===== src/rtl/operand_read_stage_pkg.sv =====
// Shared types and sizing for the operand read stage.
// Holds the reservation-station entry and the payload kept in each stage slot.
package operand_read_stage_pkg;

    localparam int PHY_REGS   = 64;
    localparam int PHY_WIDTH  = $clog2(PHY_REGS);
    localparam int DATA_WIDTH = 32;
    localparam int NUM_WB     = 2;

    typedef struct packed {
        logic [7:0]           opcode;
        logic [5:0]           rob_idx;
        logic [PHY_WIDTH-1:0] rd_phy;
        logic [PHY_WIDTH-1:0] rs1_phy;
        logic [PHY_WIDTH-1:0] rs2_phy;
    } RS_ENTRY_t;

    typedef struct packed {
        RS_ENTRY_t             entry;
        logic [DATA_WIDTH-1:0] rs1_data;
        logic [DATA_WIDTH-1:0] rs2_data;
        logic                  valid;
    } EX_PAYLOAD_t;

endpackage


===== src/rtl/operand_read_stage_if.sv =====
// Bundle of issue, PRF, writeback and execute-side signals around the stage.
// Issue and execute both use valid/ready: a transfer happens on a clock edge where valid and ready are both high.
interface operand_read_stage_if;
    import operand_read_stage_pkg::*;

    logic                                  flush;
    RS_ENTRY_t                             issue_instruction;
    logic                                  issue_valid;
    logic                                  issue_ready;
    logic [PHY_WIDTH-1:0]                  prf_rs1_addr;
    logic [PHY_WIDTH-1:0]                  prf_rs2_addr;
    logic [DATA_WIDTH-1:0]                 prf_rs1_data;
    logic [DATA_WIDTH-1:0]                 prf_rs2_data;
    logic [NUM_WB-1:0]                     wb_valid;
    logic [NUM_WB-1:0][PHY_WIDTH-1:0]      wb_rd_phy;
    logic [NUM_WB-1:0][DATA_WIDTH-1:0]     wb_data;
    RS_ENTRY_t                             ex_instruction;
    logic [DATA_WIDTH-1:0]                 ex_rs1_data;
    logic [DATA_WIDTH-1:0]                 ex_rs2_data;
    logic                                  ex_valid;
    logic                                  ex_ready;
    logic                                  overflow_err;

    modport master (
        output flush, issue_instruction, issue_valid, prf_rs1_data, prf_rs2_data,
               wb_valid, wb_rd_phy, wb_data, ex_ready,
        input  issue_ready, prf_rs1_addr, prf_rs2_addr, ex_instruction,
               ex_rs1_data, ex_rs2_data, ex_valid, overflow_err
    );

    modport slave (
        input  flush, issue_instruction, issue_valid, prf_rs1_data, prf_rs2_data,
               wb_valid, wb_rd_phy, wb_data, ex_ready,
        output issue_ready, prf_rs1_addr, prf_rs2_addr, ex_instruction,
               ex_rs1_data, ex_rs2_data, ex_valid, overflow_err
    );

endinterface


===== src/rtl/operand_read_stage_bypass.sv =====
// Combinational operand select for one source: zero register, then writeback
// bypass (lowest port wins), then register-file data.
module operand_read_stage_bypass
    import operand_read_stage_pkg::*;
(
    input  logic [PHY_WIDTH-1:0]              phy,
    input  logic [DATA_WIDTH-1:0]             prf_data,
    input  logic [NUM_WB-1:0]                 wb_valid,
    input  logic [NUM_WB-1:0][PHY_WIDTH-1:0]  wb_rd_phy,
    input  logic [NUM_WB-1:0][DATA_WIDTH-1:0] wb_data,
    output logic [DATA_WIDTH-1:0]             data
);

    logic hit;

    always_comb begin
        data = prf_data;
        hit  = 1'b0;
        for (int i = 0; i < NUM_WB; i++) begin
            if (!hit && wb_valid[i] && (wb_rd_phy[i] == phy)) begin
                data = wb_data[i];
                hit  = 1'b1;
            end
        end
        if (phy == '0) begin
            data = '0;
        end
    end

endmodule


===== src/rtl/operand_read_stage.sv =====
// Issue-to-execute stage: captures operands at accept and feeds the execution
// unit through an output slot backed by a one-entry skid slot.
module operand_read_stage
    import operand_read_stage_pkg::*;
#(
    parameter int TYPE = 0
) (
    input  logic                  clk,
    input  logic                  rst,
    operand_read_stage_if.slave   bus
);

    // Unit flavour is informational only; anything beyond BRU is not a known unit.
    if (TYPE > 2) begin : g_type_out_of_range
    end

    EX_PAYLOAD_t           out_q, out_d;
    EX_PAYLOAD_t           skd_q, skd_d;
    EX_PAYLOAD_t           new_entry;
    logic                  issue_ready_q;
    logic                  overflow_q;
    logic                  accept;
    logic                  drain;
    logic [DATA_WIDTH-1:0] rs1_val;
    logic [DATA_WIDTH-1:0] rs2_val;

    assign bus.prf_rs1_addr = bus.issue_instruction.rs1_phy;
    assign bus.prf_rs2_addr = bus.issue_instruction.rs2_phy;

    operand_read_stage_bypass u_rs1_bypass (
        .phy       (bus.issue_instruction.rs1_phy),
        .prf_data  (bus.prf_rs1_data),
        .wb_valid  (bus.wb_valid),
        .wb_rd_phy (bus.wb_rd_phy),
        .wb_data   (bus.wb_data),
        .data      (rs1_val)
    );

    operand_read_stage_bypass u_rs2_bypass (
        .phy       (bus.issue_instruction.rs2_phy),
        .prf_data  (bus.prf_rs2_data),
        .wb_valid  (bus.wb_valid),
        .wb_rd_phy (bus.wb_rd_phy),
        .wb_data   (bus.wb_data),
        .data      (rs2_val)
    );

    assign accept    = bus.issue_valid && issue_ready_q && !bus.flush;
    assign drain     = out_q.valid && bus.ex_ready;
    assign new_entry = '{entry: bus.issue_instruction, rs1_data: rs1_val,
                         rs2_data: rs2_val, valid: 1'b1};

    // The skid slot is always older than a new accept, so it refills OUT first.
    always_comb begin
        out_d = out_q;
        skd_d = skd_q;
        if (bus.flush) begin
            out_d.valid = 1'b0;
            skd_d.valid = 1'b0;
        end else if (!out_q.valid || drain) begin
            if (skd_q.valid) begin
                out_d = skd_q;
                if (accept) begin
                    skd_d = new_entry;
                end else begin
                    skd_d.valid = 1'b0;
                end
            end else if (accept) begin
                out_d = new_entry;
            end else begin
                out_d.valid = 1'b0;
            end
        end else if (accept) begin
            skd_d = new_entry;
        end
    end

    always_ff @(posedge clk or posedge rst) begin
        if (rst) begin
            out_q         <= '0;
            skd_q         <= '0;
            issue_ready_q <= 1'b1;
            overflow_q    <= 1'b0;
        end else begin
            out_q         <= out_d;
            skd_q         <= skd_d;
            issue_ready_q <= !skd_d.valid;
            if (bus.issue_valid && !issue_ready_q) begin
                overflow_q <= 1'b1;
            end
        end
    end

    assign bus.issue_ready    = issue_ready_q;
    assign bus.overflow_err   = overflow_q;
    assign bus.ex_valid       = out_q.valid;
    assign bus.ex_instruction = out_q.entry;
    assign bus.ex_rs1_data    = out_q.rs1_data;
    assign bus.ex_rs2_data    = out_q.rs2_data;

endmodule

===== src/flat_wrapper.sv =====
// flat-port wrapper written by rule: the top's interface ports become plain ports
module operand_read_stage_flat import operand_read_stage_pkg::*;
#(
    parameter int TYPE = 0
)
  (clk, rst, bus_flush, bus_issue_instruction, bus_issue_valid, bus_prf_rs1_data, bus_prf_rs2_data, bus_wb_valid, bus_wb_rd_phy, bus_wb_data, bus_ex_ready, bus_issue_ready, bus_prf_rs1_addr, bus_prf_rs2_addr, bus_ex_instruction, bus_ex_rs1_data, bus_ex_rs2_data, bus_ex_valid, bus_overflow_err);
  operand_read_stage_if bus_i ();
  input  logic clk;
  input  logic rst;
  input wire logic [$bits(bus_i.flush)-1:0] bus_flush;
  input wire logic [$bits(bus_i.issue_instruction)-1:0] bus_issue_instruction;
  input wire logic [$bits(bus_i.issue_valid)-1:0] bus_issue_valid;
  input wire logic [$bits(bus_i.prf_rs1_data)-1:0] bus_prf_rs1_data;
  input wire logic [$bits(bus_i.prf_rs2_data)-1:0] bus_prf_rs2_data;
  input wire logic [$bits(bus_i.wb_valid)-1:0] bus_wb_valid;
  input wire logic [$bits(bus_i.wb_rd_phy)-1:0] bus_wb_rd_phy;
  input wire logic [$bits(bus_i.wb_data)-1:0] bus_wb_data;
  input wire logic [$bits(bus_i.ex_ready)-1:0] bus_ex_ready;
  output wire logic [$bits(bus_i.issue_ready)-1:0] bus_issue_ready;
  output wire logic [$bits(bus_i.prf_rs1_addr)-1:0] bus_prf_rs1_addr;
  output wire logic [$bits(bus_i.prf_rs2_addr)-1:0] bus_prf_rs2_addr;
  output wire logic [$bits(bus_i.ex_instruction)-1:0] bus_ex_instruction;
  output wire logic [$bits(bus_i.ex_rs1_data)-1:0] bus_ex_rs1_data;
  output wire logic [$bits(bus_i.ex_rs2_data)-1:0] bus_ex_rs2_data;
  output wire logic [$bits(bus_i.ex_valid)-1:0] bus_ex_valid;
  output wire logic [$bits(bus_i.overflow_err)-1:0] bus_overflow_err;
  assign bus_i.flush = bus_flush;
  assign bus_i.issue_instruction = bus_issue_instruction;
  assign bus_i.issue_valid = bus_issue_valid;
  assign bus_i.prf_rs1_data = bus_prf_rs1_data;
  assign bus_i.prf_rs2_data = bus_prf_rs2_data;
  assign bus_i.wb_valid = bus_wb_valid;
  assign bus_i.wb_rd_phy = bus_wb_rd_phy;
  assign bus_i.wb_data = bus_wb_data;
  assign bus_i.ex_ready = bus_ex_ready;
  assign bus_issue_ready = bus_i.issue_ready;
  assign bus_prf_rs1_addr = bus_i.prf_rs1_addr;
  assign bus_prf_rs2_addr = bus_i.prf_rs2_addr;
  assign bus_ex_instruction = bus_i.ex_instruction;
  assign bus_ex_rs1_data = bus_i.ex_rs1_data;
  assign bus_ex_rs2_data = bus_i.ex_rs2_data;
  assign bus_ex_valid = bus_i.ex_valid;
  assign bus_overflow_err = bus_i.overflow_err;
  operand_read_stage #(.TYPE(TYPE)) u_core (.clk(clk), .rst(rst), .bus(bus_i));
endmodule

===== config.mk =====
export PLATFORM = sky130hd
export DESIGN_NAME = operand_read_stage_flat
export DESIGN_NICKNAME = d
export VERILOG_FILES = /design/src/rtl/operand_read_stage_pkg.sv /design/src/rtl/operand_read_stage_if.sv /design/src/rtl/operand_read_stage_bypass.sv /design/src/rtl/operand_read_stage.sv /design/src/flat_wrapper.sv
export SDC_FILE = /design/constraint.sdc
export NUM_CORES = 1
export LEC_CHECK = 0
export BUFFER_PORTS_ARGS = -buffer_cell sky130_fd_sc_hd__buf_2
export CAP_MARGIN = 20
export CORE_ASPECT_RATIO = 1.75
export CORE_MARGIN = 5
export CORE_UTILIZATION = 40
export DETAILED_ROUTE_END_ITERATION = 10
export SYNTH_ARGS = -nofsm -noshare
export SYNTH_HDL_FRONTEND = slang
export SYNTH_SLANG_ARGS = --single-unit

===== constraint.sdc =====
create_clock -name clk -period 15.8 [get_ports clk]
set_clock_uncertainty 0.1 [all_clocks]
set_input_delay 4.74 -clock clk [delete_from_list [all_inputs] [get_ports clk]]
set_output_delay 4.74 -clock clk [all_outputs]
set_load 0.01 [all_outputs]

# Yosys cells after proc, flatten, opt, wreduce, memory -nomap -nowiden
# Cells that the tools add are included.
dict set report totals {
  register_bits 196
  input_bits 179
  out_inout_bits 111
  wordCells 66
}
dict set report op_classes {
  n_eq_ne 6
  muxes 17
  bitwise_logic 1
  n_reduce_logical 24
}
# op n
set ops {}
lappend ops {{two-way mux 97 bit} 4}
lappend ops {{two-way mux 32 bit} 6}
lappend ops {{two-way mux 96 bit} 1}
lappend ops {{equality test 6 bit} 4}
lappend ops {{zero test 6 bit} 2}
lappend ops {{logical AND 1 bit} 10}
lappend ops {{zero test 1 bit} 6}
lappend ops {{two-way mux 1 bit} 6}
lappend ops {{nonzero test 2 bit} 3}
lappend ops {{AND reduction 4 bit} 1}
lappend ops {{AND reduction 3 bit} 1}
lappend ops {{!= test 2 x 1 -> 1 bit, second input constant} 1}
lappend ops {{!= test 2 bit, second input constant} 1}
lappend ops {{logical OR 1 bit} 1}
lappend ops {{NOT 1 bit} 1}

# Depth between registers and ports, before layout
dict set report logic_depth {
  depth_word 13
  mapped_depth 8
  ltp_nobuf 5
}

# Hierarchy
# A second synthesis with hierarchy kept.
dict set report unflattened {
  cells_unflattened 890
  hier_area_um2 10800.4
}
# mod n_inst cells_per_inst area_each_um2
set modules_own_cells {}
lappend modules_own_cells {operand_read_stage 1 540 8533.2}
lappend modules_own_cells {operand_read_stage_bypass 2 175 1133.6}

# Worst setup path before layout
# Ideal clock, no wire load.
dict set report synth_timing {
  kind {in2out}
  start {in bus_issue_instruction[6]}
  end {out bus_prf_rs1_addr[0]}
  arrival_ns 4.859
  required_ns 10.960
  slack_ns 6.101
  stages 1
  path_buffers 1
  cell_sequence {buf_4}
}
# item line
set synth_lines {}
lappend synth_lines {{start, declared} flat_wrapper.sv:11} ;# input wire logic [$bits(bus_i.issue_instruction)-1:0] bus_issue_instruction;
lappend synth_lines {{end, declared} flat_wrapper.sv:20} ;# output wire logic [$bits(bus_i.prf_rs1_addr)-1:0] bus_prf_rs1_addr;
# No word-level cell between the ends.

# Worst setup path in the final report
dict set report layout_timing {
  start {in bus_issue_instruction[11]}
  end {out bus_prf_rs1_addr[5]}
}
# No word-level cell between the ends.

==> flow_metrics.env <==
export IMPL_peakVddDrop_v=0.00009445
export IMPL_seq_area_frac_synth_pct=48.25
export IMPL_p_per_area_nw_per_um2=117.8
export IMPL_worstPathArrival_ns=5.11
export IMPL_rrSetupSlack_ns=12.72
export IMPL_drive_gt1_share_pct=31.03
export IMPL_dr_pass1_iters=5
export IMPL_outcome="finished clean"
export IMPL_synth_area_top_cells="dfrtp_1 48%, nand2_1 11%, o31ai_1 9.4%"
export IMPL_fin_ws_ns=5.851
export IMPL_cts_root_buf="clkbuf_16"
export IMPL_min_period_over_period_pct=62.97
export IMPL_cp_depth=2
export IMPL_hold_path_class="reg2reg"
export IMPL_rows=77
export IMPL_postSynth_asyncResetShare_pct=100.0
export IMPL_fp_dieW_um=130.5
export IMPL_cts_hold_buf=0
export IMPL_netlist_instances=1096
export IMPL_required_ns=10.96
export IMPL_grt_pass1_wl_um=53480
export IMPL_layout_common_cells="294 x nand2_1, 289 x buf_2, 194 x dfrtp_1"
export IMPL_yosys_area_top_type="dfrtp_1"
export IMPL_mostFrequentLayoutCell="nand2_1"
export IMPL_total_power_mw=1.458
export IMPL_yosys_register_bits=196
export IMPL_wirelength_um=34200
export IMPL_cpLargestDelayFamily="buffers and inverters"
export IMPL_synth_edf_count=0
export IMPL_synth_top_cell_area_share_pct=47.99
export IMPL_grt_use_total_pct=24.06
export IMPL_rsz0062_at_grt="false"
export IMPL_hp_start="u_core.bus.overflow_err$_DFFE_PP0P_"
export IMPL_dp_hpwl_um=22690
export IMPL_end_kind="primary output"
export IMPL_place_ws_ns=5.847
export IMPL_tns_ns=0
export IMPL_grt_overflow_total=0
export IMPL_dr_first_iter_drc_count=497
export IMPL_p_leak_nw=5.463
export IMPL_holdWs_ns=0.3538
export IMPL_clkTransAtPathRegs_ns=0.07
export IMPL_start_util_pct=40.44
export IMPL_fin_util_pct=49.21
export IMPL_syn_area_per_cell_um2=9.278
export IMPL_ys_types=31
export IMPL_cp_common_cell="buf_2"
export IMPL_fin_crit_ns=9.949
export IMPL_port_buffers=289
export IMPL_maxSlewViolCount=0
export IMPL_antenna_found_initial=8
export IMPL_cts_htree_levels=4
export IMPL_synth_nets=1275
export IMPL_criticalPathCategory="in2out"
export IMPL_cts_sinks=196
export IMPL_rr_worst_depth=7
export IMPL_startpoint_type="input port"
export IMPL_syn_to_final_growth_pct=21.68
export IMPL_nets=1497
export IMPL_slowest_delay_ns=0.20
export IMPL_hold_viol=0
export IMPL_die_h_um=220.9
export IMPL_reg2reg_to="u_core.bus.ex_rs1_data[4]$_DFFE_PP0P_"
export IMPL_cts_buffers=17
export IMPL_cts_tree="done"
export IMPL_max_freq_ghz=0.1005
export IMPL_crit_fanout=6
export IMPL_crit_chain="buf_2 > buf_2"
export IMPL_finalSetupViolCount=0
export IMPL_rr_startpoint="u_core.skd_q[0]$_DFF_PP0_"
export IMPL_startpoint="bus_issue_instruction[11]"
export IMPL_vias=9145
export IMPL_worst_slew_pin_slew_ns=0.8946
export IMPL_ant_nets=0
export IMPL_yosys_warnings=0
export IMPL_place_gp_congestion=0.8538
export IMPL_coreArea_um2=25150
export IMPL_cp_buffers_inverters=2
export IMPL_synth_cell_area_um2=10170
export IMPL_drc_errors=0
export IMPL_clockBufferDepth=2
export IMPL_clock_latency_ns=0.45
export IMPL_grt_max_degree=142
export IMPL_drt_vias_per_instance=5.529
export IMPL_endpoint="bus_prf_rs1_addr[5]"
export IMPL_die_area_um2=28840
export IMPL_post_cts_buffers=0
export IMPL_ios=290
export IMPL_max_cap_viol_count=0
export IMPL_relSlewSlack_pct=40.15
export IMPL_yosys_most_used_dff="dfrtp_1"
export IMPL_routedWlPerCell_um=20.68
export IMPL_slowest_stage="buf_2"
export IMPL_cts_resized=0
export IMPL_grt_pass1_vias=9447
-- where the power goes --
part	total (mW)	leakage, nW	internal [mW]	switching [mW]
clock network	0.468	0.304	0.259	0.210
logic	0.309	2.82	0.131	0.178
registers	0.681	2.34	0.617	0.0636
-- worst min path at each step --
stage | to | slack, ns | depth (start not counted)
after floorplan | u_core.skd_q[65]$_DFFE_PP0P_ | 0.35 | 2
after global placement | u_core.bus.overflow_err$_DFFE_PP0P_ | 0.34 | 1
after detailed placement | u_core.bus.overflow_err$_DFFE_PP0P_ | 0.34 | 1
after CTS | u_core.bus.overflow_err$_DFFE_PP0P_ | 0.36 | 1
after global routing | u_core.bus.overflow_err$_DFFE_PP0P_ | 0.38 | 1
final | u_core.bus.overflow_err$_DFFE_PP0P_ | 0.35 | 1
-- routing by layer --
metal / track usage, % / up-vias / wire (um) / share of wire [%]
li1: - / 4309 / - / -
met3: 5.719 / 75 / 2095 / 6.1
met2: 40.06 / 316 / 17460 / 51
met4: 12.35 / 2 / 1656 / 4.8
met5: 0 / - / 7 / 0.020
met1: 28.39 / 4443 / 12980 / 38
-- flip-flops by register name (all words and copies together), names as in the netlist --
name,flops
u_core.bus.ex_instruction,32
u_core.bus.ex_rs1_data,32
u_core.bus.ex_rs2_data,32
u_core.bus.ex_valid,1
u_core.bus.issue_ready,1
u_core.bus.overflow_err,1
u_core.skd_q,97
-- logic make-up (layout without fill, tap and decap cells) --
logic type      count (synthesis)  in the layout  synth area share, %
compound gates                291            291                23.55
xor+xnor                       24             24                2.067
buf+inv                       104            339                4.860
flops                         196            196                48.25
mux                            32             32                3.150
other cells                     0              7                    0
simple gates                  449            449                18.12
-- per-stage QoR --
step	cells	area, um^2
3_3_place_gp	1614	11700
4_1_cts	1646	12330
5_1_grt	1653	12370
6_report	1654	12370
3_5_place_dp	1614	11700
2_1_floorplan	1096	10170
-- worst register-to-register path: stages (launching register included) --
cell and delay [ns]:
dfrtp_4 0.97, a21oi_1 0.11, nor3_2 0.17, buf_4 0.54
buf_4 0.70, nand2_1 0.14, o21ai_0 0.11, o31ai_1 0.10
-- cell usage after synthesis, types with 5 or more instances --
cell type  number
and2_1         33
o21ai_0        64
buf_4          13
dfrtp_1       195
buf_6           5
buf_1           5
clkbuf_1       64
a21oi_1        34
xor2_1          8
a221oi_2       60
xnor2_1        16
nor2_1         99
buf_2          14
mux2i_1        32
nand2_1       297
o31ai_1       128
-- area by class of cell --
cell class                 instances  area, um^2
antenna                            7       17.52
clock buffer                      18       439.2
clock inverter                    14       191.4
fill                            2512       12770
inverter                           3       18.77
multi-input combinational        796        4822
sequential                       196        4910
tap                              316       395.4
timing repair buffer             304        1579
Power figures use the tool's default switching activity.
